## src/rtl/emotion_update_controller.sv

```systemverilog
// Periodic sequencer for the combinational emotional_model classifier: quantizes drive
// levels on each tick, waits a settle window, then debounces the resulting emotion code.
module emotion_update_controller #(
  parameter int unsigned SETTLE_CYCLES = 1,
  parameter int unsigned HOLD_TICKS    = 2,
  parameter logic [7:0]  TH1           = 8'd64,
  parameter logic [7:0]  TH2           = 8'd128,
  parameter logic [7:0]  TH3           = 8'd192,
  parameter logic [7:0]  RESET_EMOTION = 8'h00
) (
  input  logic       clk,
  input  logic       rst,
  input  logic       tick,
  input  logic [7:0] energy_lvl,
  input  logic [7:0] stress_lvl,
  input  logic [7:0] pleasure_lvl,
  input  logic [1:0] physical_state,
  output logic [1:0] model_energy,
  output logic [1:0] model_stress,
  output logic [1:0] model_pleasure,
  output logic [1:0] model_physical_state,
  input  logic [7:0] model_emotion,
  output logic [7:0] emotion,
  output logic       emotion_changed,
  output logic       busy,
  output logic       tick_overrun
);

  // Handshake: tick is a one-cycle strobe accepted only in IDLE; a tick seen while
  // busy is dropped and reported by a one-cycle tick_overrun pulse on the next cycle.

  typedef enum logic [1:0] {
    ST_IDLE   = 2'd0,
    ST_SETTLE = 2'd1,
    ST_EVAL   = 2'd2
  } state_t;

  localparam logic [3:0] SETTLE_INIT = 4'(SETTLE_CYCLES - 1);
  localparam logic [4:0] HOLD_LIM    = 5'(HOLD_TICKS);

  state_t     state_q, state_d;
  logic [3:0] settle_cnt_q, settle_cnt_d;
  logic [3:0] stable_cnt_q, stable_cnt_d;
  logic [7:0] candidate_q, candidate_d;
  logic [7:0] emotion_q, emotion_d;
  logic       emotion_changed_q, emotion_changed_d;
  logic       busy_q, busy_d;
  logic       tick_overrun_q, tick_overrun_d;
  logic [1:0] model_energy_q, model_energy_d;
  logic [1:0] model_stress_q, model_stress_d;
  logic [1:0] model_pleasure_q, model_pleasure_d;
  logic [1:0] model_phys_q, model_phys_d;
  logic [4:0] cnt_inc;

  function automatic logic [1:0] quantize(input logic [7:0] lvl);
    logic [1:0] q;
    q = 2'(lvl >= TH1) + 2'(lvl >= TH2) + 2'(lvl >= TH3);
    return q;
  endfunction

  assign cnt_inc = {1'b0, stable_cnt_q} + 5'd1;

  always_comb begin
    state_d           = state_q;
    settle_cnt_d      = settle_cnt_q;
    stable_cnt_d      = stable_cnt_q;
    candidate_d       = candidate_q;
    emotion_d         = emotion_q;
    emotion_changed_d = 1'b0;
    model_energy_d    = model_energy_q;
    model_stress_d    = model_stress_q;
    model_pleasure_d  = model_pleasure_q;
    model_phys_d      = model_phys_q;
    tick_overrun_d    = tick && (state_q != ST_IDLE);

    case (state_q)
      ST_IDLE: begin
        if (tick) begin
          model_energy_d   = quantize(energy_lvl);
          model_stress_d   = quantize(stress_lvl);
          model_pleasure_d = quantize(pleasure_lvl);
          model_phys_d     = physical_state;
          settle_cnt_d     = SETTLE_INIT;
          state_d          = ST_SETTLE;
        end
      end
      ST_SETTLE: begin
        if (settle_cnt_q == 4'd0) state_d = ST_EVAL;
        else settle_cnt_d = settle_cnt_q - 4'd1;
      end
      ST_EVAL: begin
        state_d = ST_IDLE;
        if (model_emotion == emotion_q) begin
          // Classifier agrees with the committed code: drop any pending change.
          candidate_d  = emotion_q;
          stable_cnt_d = 4'd0;
        end else if (model_emotion == candidate_q) begin
          if (cnt_inc >= HOLD_LIM) begin
            emotion_d         = model_emotion;
            emotion_changed_d = 1'b1;
            stable_cnt_d      = 4'd0;
          end else begin
            stable_cnt_d = cnt_inc[3:0];
          end
        end else begin
          candidate_d = model_emotion;
          if (HOLD_LIM <= 5'd1) begin
            emotion_d         = model_emotion;
            emotion_changed_d = 1'b1;
            stable_cnt_d      = 4'd0;
          end else begin
            stable_cnt_d = 4'd1;
          end
        end
      end
      default: state_d = ST_IDLE;
    endcase

    busy_d = (state_d != ST_IDLE);
  end

  always_ff @(posedge clk) begin
    if (rst) begin
      state_q           <= ST_IDLE;
      settle_cnt_q      <= 4'd0;
      stable_cnt_q      <= 4'd0;
      candidate_q       <= RESET_EMOTION;
      emotion_q         <= RESET_EMOTION;
      emotion_changed_q <= 1'b0;
      busy_q            <= 1'b0;
      tick_overrun_q    <= 1'b0;
      model_energy_q    <= 2'd0;
      model_stress_q    <= 2'd0;
      model_pleasure_q  <= 2'd0;
      model_phys_q      <= 2'd0;
    end else begin
      state_q           <= state_d;
      settle_cnt_q      <= settle_cnt_d;
      stable_cnt_q      <= stable_cnt_d;
      candidate_q       <= candidate_d;
      emotion_q         <= emotion_d;
      emotion_changed_q <= emotion_changed_d;
      busy_q            <= busy_d;
      tick_overrun_q    <= tick_overrun_d;
      model_energy_q    <= model_energy_d;
      model_stress_q    <= model_stress_d;
      model_pleasure_q  <= model_pleasure_d;
      model_phys_q      <= model_phys_d;
    end
  end

  assign model_energy         = model_energy_q;
  assign model_stress         = model_stress_q;
  assign model_pleasure       = model_pleasure_q;
  assign model_physical_state = model_phys_q;
  assign emotion              = emotion_q;
  assign emotion_changed      = emotion_changed_q;
  assign busy                 = busy_q;
  assign tick_overrun         = tick_overrun_q;

endmodule

```

## config.mk

```make
export PLATFORM = sky130hd
export DESIGN_NAME = emotion_update_controller
export DESIGN_NICKNAME = d
export VERILOG_FILES = /design/src/rtl/emotion_update_controller.sv
export SDC_FILE = /design/constraint.sdc
export NUM_CORES = 1
export LEC_CHECK = 0
export ABC_AREA = 1
export CAP_MARGIN = 20
export CORE_ASPECT_RATIO = 0.5
export CORE_MARGIN = 4
export CORE_UTILIZATION = 48
export CTS_BUF_LIST = sky130_fd_sc_hd__clkbuf_8
export CTS_CLUSTER_SIZE = 28
export DETAILED_ROUTE_END_ITERATION = 10
export PLACE_DENSITY = 0.79
export SLEW_MARGIN = 40
export SYNTH_ARGS = -nofsm -noshare
export SYNTH_HDL_FRONTEND = slang
export SYNTH_SLANG_ARGS = --single-unit
```

## constraint.sdc

```tcl
create_clock -name clk -period 2.3 [get_ports clk]
set_clock_uncertainty 0.2 [all_clocks]
set_input_delay 0.69 -clock clk [delete_from_list [all_inputs] [get_ports clk]]
set_output_delay 0.69 -clock clk [all_outputs]
set_load 0.02 [all_outputs]
```

==> results.cfg <==
[place]
port_buffers = 37
place_hpwl_mm = 2.77
gp_congestion = 0.809
dp_cells = 366

[routing]
dr.pass1.iters = 4
wl_per_cell_um = 11.2
drt_iter0_drc = 76
num_vias = 1763
viasPerCell = 4.68
drtAntennaViolNets = 0
wirelength_mm = 4.24
route.detailed.drc = 0

[synth]
yosysUniqueCellTypes = 21
synth_area_um2 = 1790
yosys.area.top_type_share_pct = 41.5
muxShareOfSynthArea_pct = 0
synth.most_common_cell = nand2_1
synth_seq_area_share_pct = 41.5
ys_ff_latch = 37
synth-main-ff-cell = dfxtp_1
synth_fa_ha_area_share_pct = 2.80
synth_area_leader_cell = dfxtp_1
synthCells = 272
synth-simple-area-share_pct = 36.2
synth_xor_area_share_pct = 1.96
syn_area_per_cell_um2 = 6.56
ys.warnings.count = 0
synth_compound_area_share_pct = 7.08
synth_top_cells_by_count = nand2_1, nor2_1, dfxtp_1
synth_top_family_by_area = simple AND/OR/NAND/NOR gates
synth-edff-count = 0
synthTopCellsByArea = dfxtp_1, nand2_1, nor2_1
syn-num-nets = 313
synthArstFlopShare_pct = 0

[sta]
hold_violations = 0
rsz0062_at_grt = no
tightest_slew_ns = 0.587
slew-limit-headroom_pct = 60.7
hold_slack_ns = 0.269
fin_crit_sh_pct = 97.2
fmax_ghz = 0.448
min_period_ns = 2.23
drv_slew = 0
finalSetupViolCount = 0

[floorplanning]
die_h_um = 51.1
start_util_pct = 50.9
num_rows = 15
dieArea_um2 = 4820
dieWidth_um = 94.3
core_area_um2 = 3510
ios = 56

[cells_and_area]
multi_input_area_um2 = 918
fin_cells = 377
post-route-util_pct = 70.1
area.growth.synth_to_final_pct = 37.8
num-nets-final = 366
drive_above_1_share_pct = 11.0
fillCellCount = 312
n_antenna_cell = 0
regArea_um2 = 741

[power]
p_per_area_nw_per_um2 = 643
p_leak_nw = 1.16
vdd_drop_max_uv = 346

[worst_setup_path]
cp_cell_sequence = clkdlybuf4s50_1
path_class = reg -> out
crit_path_top_delay_cell = clkdlybuf4s50_1
start_kind = register
arrival_ns = 1.34
required_ns = 1.41
slowest_delay_ns = 0.66
path_buf_inv = 1
path_max_fanout = 3
cp-end-kind = output pin
crit_family = buffers and inverters

[cts]
cts_sinks = 37
cts_tree = yes
h-tree-depth = 2
max-clock-path-buffers = 2
clock_latency_ns = 0.30
cts-buffers-inserted = 5
cts-root-buf = clkbuf_8
path_clk_slew_ns = 0.09
cts_hold_buffers = 0

[grt]
grt_usage_pct = 18.7
globalRouteOverflowTotal = 0
antenna_found_initial = 0
grt_pass1_vias = 1697
grt_pass1_wl_mm = 7.15
grt_max_degree = 21

[outcome]
status = complete, no violations

[min_path]
hold_path_class = reg -> reg

[run]
drv_cap = 0
## per-stage QoR
step	instance area, µm²	TNS, ns	total power (W)	setup slack (ns)
2_1_floorplan	1790	0	0.000898	0.451
3_3_place_gp	2260	-3.02	0.00101	-0.214
3_5_place_dp	2260	-3.87	0.00102	-0.287
4_1_cts	2380	0	0.00159	0.0696
5_1_grt	2460	0	0.00168	0.0146
6_report	2460	0	0.00158	0.0655
## state kept, by name, summed over array words and instances (netlist names)
signal / count
emotion: 8
emotion_changed: 1
state_q: 2
candidate_q: 8
stable_cnt_q: 4
model_stress: 2
model_energy: 2
busy: 1
model_physical_state: 2
tick_overrun: 1
settle_cnt_q: 4
model_pleasure: 2
## cells by family after synthesis
logic type               Yosys count
buffers and inverters             43
AND/OR/NAND/NOR                  159
adder cells (fa/ha/maj)            4
flip-flops                        37
AO/OA/AOI/OAI                     25
XOR/XNOR                           4
## path summary, 6_finish.rpt
path,start,endpoint,slack (ns),cells after the start
worst max register to register,stable_cnt_q[1],emotion[3],0.27,9
worst max-delay path,emotion[4],emotion[4],0.07,1
worst min register to register,stable_cnt_q[3],stable_cnt_q[3],0.27,2
worst min-delay path,stable_cnt_q[3],stable_cnt_q[3],0.27,2
## what timing repair did
item	in CTS	in global routing
gates cloned	0	3
endpoints found under the setup margin	1	16
setup buffers	0	0
gates resized for setup	1	15
pin swaps	0	5
## placed cells by master, fill, tap and decap left out
cell / count
xor2_1: 1
and3_1: 1
o21ai_0: 9
clkinv_1: 1
nand2_1: 76
bufinv_16: 1
nor2_4: 1
nand3_1: 11
inv_2: 4
nor3_1: 5
nor2_2: 3
clkinvlp_4: 1
nor2_1: 58
ha_1: 4
a21oi_1: 15
buf_4: 13
clkdlybuf4s50_1: 29
dlymetal6s2s_1: 8
dfxtp_1: 37
nand2_4: 2
nand2_2: 2
o22ai_1: 1
nand3_4: 3
xnor2_1: 3
clkbuf_8: 5
clkinv_4: 1
inv_1: 31
## power by group
part	switching (W)	internal, W	leakage [nW]
Clock	0.000251	0.000325	0.0543
Combinational	0.000162	0.000136	0.802
Sequential	0.0000261	0.000683	0.302
Total	0.000439	0.00114	1.16
## cell type report
class / instances / area share, %
clock buffers: 5 / 2.80
clock inverters: 3 / 1.88
inverters: 36 / 5.49
multi-input cells: 195 / 37.3
flip-flops and latches: 37 / 30.1
well taps: 51 / 2.59
repair buffers: 50 / 19.8
## routing by layer
layer / vias up / share of wire (%) / global-route usage, %
met5: - / 0 / 0
met4: 0 / 1.3 / 6.24
met3: 7 / 3.5 / 5.00
met2: 30 / 50 / 34.3
met1: 787 / 45 / 21.2
li1: 939 / - / -
No activity file was read; power rests on OpenSTA's default activity.
